--- src/rtl/mod_counter.sv ---
// ============================================================================
//  Module      : mod_counter
//  Description : Modulo counter with programmable limit, up/down, load,
//                wrap/saturate, enable gating and fixed prescaler.
//  Revision    : 1.0 - initial release
// ============================================================================
`default_nettype none

module mod_counter #(
  parameter int N        = 8,
  parameter int PRESCALE = 1
) (
  input  logic         clock,
  input  logic         reset,
  input  logic         en,
  input  logic         up,
  input  logic         load,
  input  logic [N-1:0] load_val,
  input  logic [N-1:0] limit,
  input  logic         sat,
  output logic [N-1:0] cnt,
  output logic         tc
);

  localparam int c_pre_w = (PRESCALE > 1) ? $clog2(PRESCALE) : 1;

  logic         w_step;
  logic         w_at_term;
  logic [N-1:0] cnt_d, cnt_q;
  logic         tc_d, tc_q;

  generate
    if (PRESCALE > 1) begin : g_prescaler
      logic [c_pre_w-1:0] pre_d, pre_q;

      assign w_step = en & (pre_q == c_pre_w'(PRESCALE - 1));

      always_comb begin
        pre_d = pre_q;
        if (load) begin
          pre_d = '0;
        end else if (en) begin
          pre_d = w_step ? '0 : pre_q + c_pre_w'(1);
        end
      end

      always_ff @(posedge clock) begin
        if (reset) begin
          pre_q <= '0;
        end else begin
          pre_q <= pre_d;
        end
      end
    end else begin : g_no_prescaler
      assign w_step = en;
    end
  endgenerate

  // ">=" rather than "==" so a count stranded above a lowered limit still wraps.
  assign w_at_term = up ? (cnt_q >= limit) : (cnt_q == '0);

  always_comb begin
    cnt_d = cnt_q;
    tc_d  = 1'b0;
    if (load) begin
      cnt_d = (load_val > limit) ? limit : load_val;
    end else if (w_step) begin
      if (w_at_term) begin
        tc_d = 1'b1;
        if (!sat) begin
          cnt_d = up ? '0 : limit;
        end
      end else begin
        cnt_d = up ? cnt_q + N'(1) : cnt_q - N'(1);
      end
    end
  end

  always_ff @(posedge clock) begin
    if (reset) begin
      cnt_q <= '0;
      tc_q  <= 1'b0;
    end else begin
      cnt_q <= cnt_d;
      tc_q  <= tc_d;
    end
  end

  assign cnt = cnt_q;
  assign tc  = tc_q;

endmodule

`default_nettype wire

--- config.mk ---
export PLATFORM = sky130hd
export DESIGN_NAME = mod_counter
export DESIGN_NICKNAME = d
export VERILOG_FILES = /design/src/rtl/mod_counter.sv
export SDC_FILE = /design/constraint.sdc
export NUM_CORES = 1
export LEC_CHECK = 0
export CORE_MARGIN = 2
export CORE_UTILIZATION = 65
export CTS_CLUSTER_DIAMETER = 50
export DETAILED_ROUTE_END_ITERATION = 16
export DONT_BUFFER_PORTS = 1
export PLACE_DENSITY_LB_ADDON = 0.05
export SLEW_MARGIN = 0
export SYNTH_ARGS = -nofsm -noshare
export SYNTH_HDL_FRONTEND = slang
export SYNTH_SLANG_ARGS = --single-unit
--- constraint.sdc ---
create_clock -name clock -period 5.25 [get_ports clock]
set_clock_uncertainty 0.05 [all_clocks]
set_input_delay 1.05 -clock clock [delete_from_list [all_inputs] [get_ports clock]]
set_output_delay 1.05 -clock clock [all_outputs]
set_load 0.02 [all_outputs]
==> results of run 1 <==
==> layer usage <==
layer | track usage (%) | up-vias | share of wire, %
met4 | 10.0 | 0 | 1.5
met5 | 0 | - | 0
met2 | 47.9 | 43 | 47
li1 | - | 588 | -
met1 | 36.7 | 546 | 45
met3 | 4.32 | 4 | 5.8
==> placed cells by master, fill, tap and decap left out, types with 3 or more instances in the layout <==
cell type	instances
ha_1	22
a21oi_1	13
inv_1	12
nand2_1	9
dfxtp_1	9
nor2_1	8
mux2i_1	8
a21o_1	6
a211oi_1	5
xnor2_1	5
o21ai_0	4
a32o_1	4
a211o_1	4
nand2b_1	3
o21a_1	3
a221o_1	3
nand4_1	3
o21bai_1	3
clkbuf_4	3
==> final cells by class <==
cell class,instances,share of cell area (%)
clock buffers,4,2.00
inverters,12,3.42
multi-input cells,126,78.3
flip-flops and latches,9,13.7
well taps,27,2.57
==> kinds of logic after synthesis <==
logic type / Yosys count / share of synthesized area [%]
compound gates: 57 / 33.3
simple gates: 31 / 12.5
fa+ha+maj: 23 / 23.1
buf+inv: 15 / 5.28
mux: 10 / 8.32
flops: 9 / 14.1
xor+xnor: 5 / 3.42
==> sequential cells by signal (all words and copies together), names as in the netlist <==
signal / flops
cnt: 8
tc: 1
==> report_power, final <==
| group | internal, uW | total (uW) | switching [uW] |
|---|---|---|---|
| registers | 77.5 | 106 | 29.0 |
| clock network | 29.5 | 57.3 | 27.8 |
| logic | 84.8 | 173 | 88.0 |
| total | 192 | 336 | 145 |
==> path summary, 6_finish.rpt <==
kind / start / endpoint / slack (ps) / cells after the start
worst max-delay path: limit[6] / cnt[1] / 2270 / 8
worst min-delay path: cnt[5] / cnt[5] / 670 / 1
worst max register to register: cnt[0] / cnt[1] / 2520 / 8
worst min register to register: cnt[5] / cnt[5] / 670 / 1
==> through the flow <==
step	utilization (%)	area, sq um	setup WS, ps
6_report	69.2	1320	2270
5_1_grt	69.2	1320	2100
4_1_cts	69.2	1320	2270
3_5_place_dp	67.8	1290	2000
3_3_place_gp	67.8	1290	2000
2_1_floorplan	-	1280	2310
==> critical path, delay by kind of cell <==
kind,cells,cell delay (ps)
buffers and inverters,1,40
adder cells (fa/ha/maj),1,310
AO/OA/AOI/OAI,6,1740
==> impl_results.md, run 1 <==
* Crit. End Element: flop
* Data required, critical path at approximately 5400 ps
* Num ports at 31
* Leak at approximately 0.00063 uW
* Cell Area, Synth at 1280 sq um
* Ys flop type: dfxtp_1
* Initial antenna violation count at 0
* Area of the multi-input gates at about 1000 sq um
* Resized cells post-CTS at 0
* Hold_ws at about 670 ps
* Register area at ~180 sq um
* Vias in the first global route at about 1100
* TritonCTS clock tree: done
* Distinct cells, synth at 40
* Routability cong. at approximately 0.87
* Die ar. at around 2300 sq um
* Crit Path Class: in -> reg
* Max Fclk at around 0.34 GHz
* Ratio of cells with drive above 1 in the final layout at 5.96%
* Post-synth ARST share at 0%
* Number of synthesized flops with an enable pin at 0
* Shortest period the worst path allows at between 2000 and 3000 ps
* Postcts setup bufs at 0
* Critical Path Slowest Stage Cell: a21oi_1
* Seq/Total Area, Yosys at 14.1%
* Setup TNS at 0 ps
* Hold buffers post-CTS at 0
* YS warnings at 0
* Synth area leader: ha_1
* Avg Cell Area, Syn at approximately 8.5 sq um
* Max cap viols at 0
* Slew margin rel. at 62.2%
* Largest net degree at the start of global routing at 16
* Final WL at 3060 microns
* CTS Buffer Depth at 2
* Die height at 48.4 microns
* Hold Vio Cnt, Final at 0
* RSZ-0062 raised after global routing: no
* Final HPWL DP at between 2000 and 3000 microns
* Total number of vias at around 1200
* Top-count cell post-synth: ha_1
* # fillers at between 150 and 200
* H-tree depth at 1
* Gr ovfl total at 0
* CP Launch Type: primary input
* Top cells by area, synth: ha_1, dfxtp_1, mux2i_1, a21oi_1, a21o_1
* Status: finished clean
* Inserted Clock Buffers at 3
* Slew @ Worst Pin at ~570 ps
* Via/cell ratio at approximately 6.6
* Final setup vio count at 0
* Cells along the critical path: inv_1, ha_1, a21o_1, a211oi_1, a221o_1, o21ai_2, a21oi_1, a32o_1
* Die Width at 48.4 microns
* Layout Cells excl Fill at between 150 and 200
* Number of port buffers at 0
* Share of the synthesized area in the top cell type at a little over a fifth
* CP Max Fanout at 9
* P&R area growth vs syn at 2.94%
* Sink Count at 9
* Final net count at around 200
* Initial drt markers at 47
* Final Max Slew Viols at 0
* Clock Tree Root: clkbuf_4
* Row count at 16
* CTS clk-pin slew, worst paths at roughly 60 ps
* Gate Count Post-Synth at 150
* Drt wl/cell at between 15 and 20 microns
* Final period util at around 57%
* First-pass GRT wire length at approximately 5300 microns
* Clock latency on the worst-skew pair at between 200 and 300 ps
* Residual DRC at 0
* GR Util All Layers at between 20 and 30%
* Routed Antenna Nets at 0
* Core area at ~1900 sq um
* Worst path max stage delay at between 400 and 500 ps
* Worst hold path class: reg -> reg
* Design Power at about 340 uW
* Inserted Diodes at 0
* Critical path arrival at between 3000 and 4000 ps
* Drt first pass iters at 4
* Power Dens Cells at around 260 nW/um^2
* Top cells by count, synth: ha_1, a21oi_1, inv_1
* Seq cells post-synth at 9
* Synthesized netlist net count at 195
* Peak VDD IR at slightly below 0.0002 V
* Starting Density at ~67%
* Placed cells at 174
(Power assumes the default switching activity.)
==> run 2: changes to the inputs <==
- CORE_UTILIZATION: 65 -> 63
- clock period: 5.25 -> 2.95 ns (I/O delays scaled with it)
==> run 2 against run 1 <==
Compared with the run above:
- final area is 1.1% higher
- routed wire length is 0.46% higher
- first-iteration DRC count is 17% lower
- sequential power is 68% higher
- total power is 80% higher
- critical path depth is 1 lower
- combinational power is 89% higher
- sequential share of layout area is 0.15 points lower
- register-to-register slack worse by 2200 ps
- sequential cell count stayed put
- setup slack worse by 2000 ps
==> impl_results.md, run 2 (same netlist as run 1, synthesis figures left out) <==
* Status: finished clean
* Gr ovfl total at 0
* Num ports at 31
* Core area at between 1500 and 2000 sq um
* Crit Path Class: reg -> reg
* RSZ-0062 raised after global routing: no
* P&R area growth vs syn at 4.11%
* Final period util at approximately 90%
* Total number of vias at 1190
* Leak at about 0.00064 uW
* Crit. End Element: flop
* Row count at 16
* Largest net degree at the start of global routing at 16
* Final setup vio count at 0
* Initial drt markers at 39
* Die height at ~49 microns
* Most frequent cells in the layout: ha_1, a21oi_1, inv_1, nand2_1, dfxtp_1
* Die Width at a little under 50 microns
* Clock Tree Root: clkbuf_4
* Residual DRC at 0
* Final Cell Area at around 1300 sq um
* CTS Buffer Depth at 2
* Starting Density at between 60% and 70%
* Placed cell area at between 1000 and 1500 sq um
* Data required, critical path at 3120 ps
* Clock latency on the worst-skew pair at 270 ps
* H-tree depth at 1
* Critical path arrival at 2840 ps
* Register-to-register path setup slack at roughly 280 ps
* TritonCTS clock tree: done
* Number of port buffers at 0
* Drt first pass iters at 4
* Peak VDD IR at 0.000331 V
* Slew margin rel. at between 60% and 70%
* Hold buffers post-CTS at 0
* Final HPWL DP at about 2500 microns
* Hold Path Cell Cnt at 2
* Via/cell ratio at roughly 6.6
* Reg2reg start: cnt[6]
* Critical Path Slowest Stage Cell: dfxtp_1
* Postcts setup bufs at 0
* Max Fclk at 0.374 GHz
* Sink Count at 9
* Setup TNS at 0 ps
* Final Max Slew Viols at 0
* Drt wl/cell at between 15 and 20 microns
* Worst path depth at 7
* Buf/Inv on CP at 0
* Design Power at 607 uW
* Vias in the first global route at between 1000 and 1500
* Slew @ Worst Pin at 555 ps
* # fillers at between 150 and 200
* Final net count at around 200
* Final WL at ~3100 microns
* Inserted Clock Buffers at 3
* Reg-to-reg endpoint: cnt[5]
* Max FFs per register at 8
* Worst hold path class: in -> reg
* Routability cong. at just under 0.9
* Power Dens Cells at between 400 and 500 nW/um^2
* Die ar. at about 2400 sq um
* Max cap viols at 0
* CP Max Fanout at 9
* Cells along the critical path: ha_1, a21o_1, a211oi_1, a221o_1, o21ai_2, a21oi_1, a32o_1
* CTS clk-pin slew, worst paths at around 70 ps
* First-pass GRT wire length at approximately 5300 microns
* Top delay family on crit path: compound AO/OA/AOI/OAI gates
* Commonest non-fill, non-tap cell in the layout: ha_1
* Worst Hold Launch: en
* Routed Antenna Nets at 0
* Hold Vio Cnt, Final at 0
* Shortest period the worst path allows at approximately 2700 ps
* GR Util All Layers at between 20% and 30%
* Resized cells post-CTS at 0
* Ratio of cells with drive above 1 in the final layout at slightly above 7%
* Worst path max stage delay at roughly 540 ps
* Inserted Diodes at 0
* Reg2Reg Depth at 7
* Hold EP: tc
* Initial antenna violation count at 0
* CP Launch Type: flop
==> run 2: final cells by class <==
class	instances	area, sq um	area share (%)
repair buffers	2	15.0	1.13
inverters	12	45.0	3.38
multi-input cells	126	1030	77.4
well taps	27	33.8	2.54
flip-flops and latches	9	180	13.5
clock buffers	4	26.3	1.97
==> run 2: report_power, final <==
group          total (uW)  switching, uW  internal (uW)
combinational         327            172            155
clock                 102           49.3           52.5
sequential            178           40.1            138
==> run 2: per-stage QoR <==
| stage | hold WS (ps) | util (%) | setup WS [ps] | instances |
|---|---|---|---|---|
| global route | 455 | 68.6 | 113 | 180 |
| finish | 451 | 68.6 | 279 | 180 |
| CTS | 454 | 68.6 | 295 | 180 |
| floorplan | 611 | - | 467 | 150 |
| detailed placement | 613 | 67.2 | 228 | 176 |
| global placement | 603 | 67.2 | 225 | 176 |
==> run 2: worst max-delay path by stage <==
stage / start / slack [ps] / to
3_5_place_dp: limit[6] / 230 / cnt[5]
4_1_cts: cnt[6] / 290 / cnt[5]
2_1_floorplan: up / 470 / cnt[7]
5_1_grt: cnt[6] / 110 / cnt[5]
3_3_place_gp: limit[6] / 220 / cnt[5]
6_report: cnt[6] / 280 / cnt[5]
==> run 2: routing by layer <==
metal	wire, microns	track usage (%)	share of wire [%]	vias up
met5	0	0	0	-
met4	57	8.10	1.9	0
met3	251	7.06	8.2	6
met2	1440	47.7	47	45
met1	1330	34.9	43	551
li1	-	-	-	588
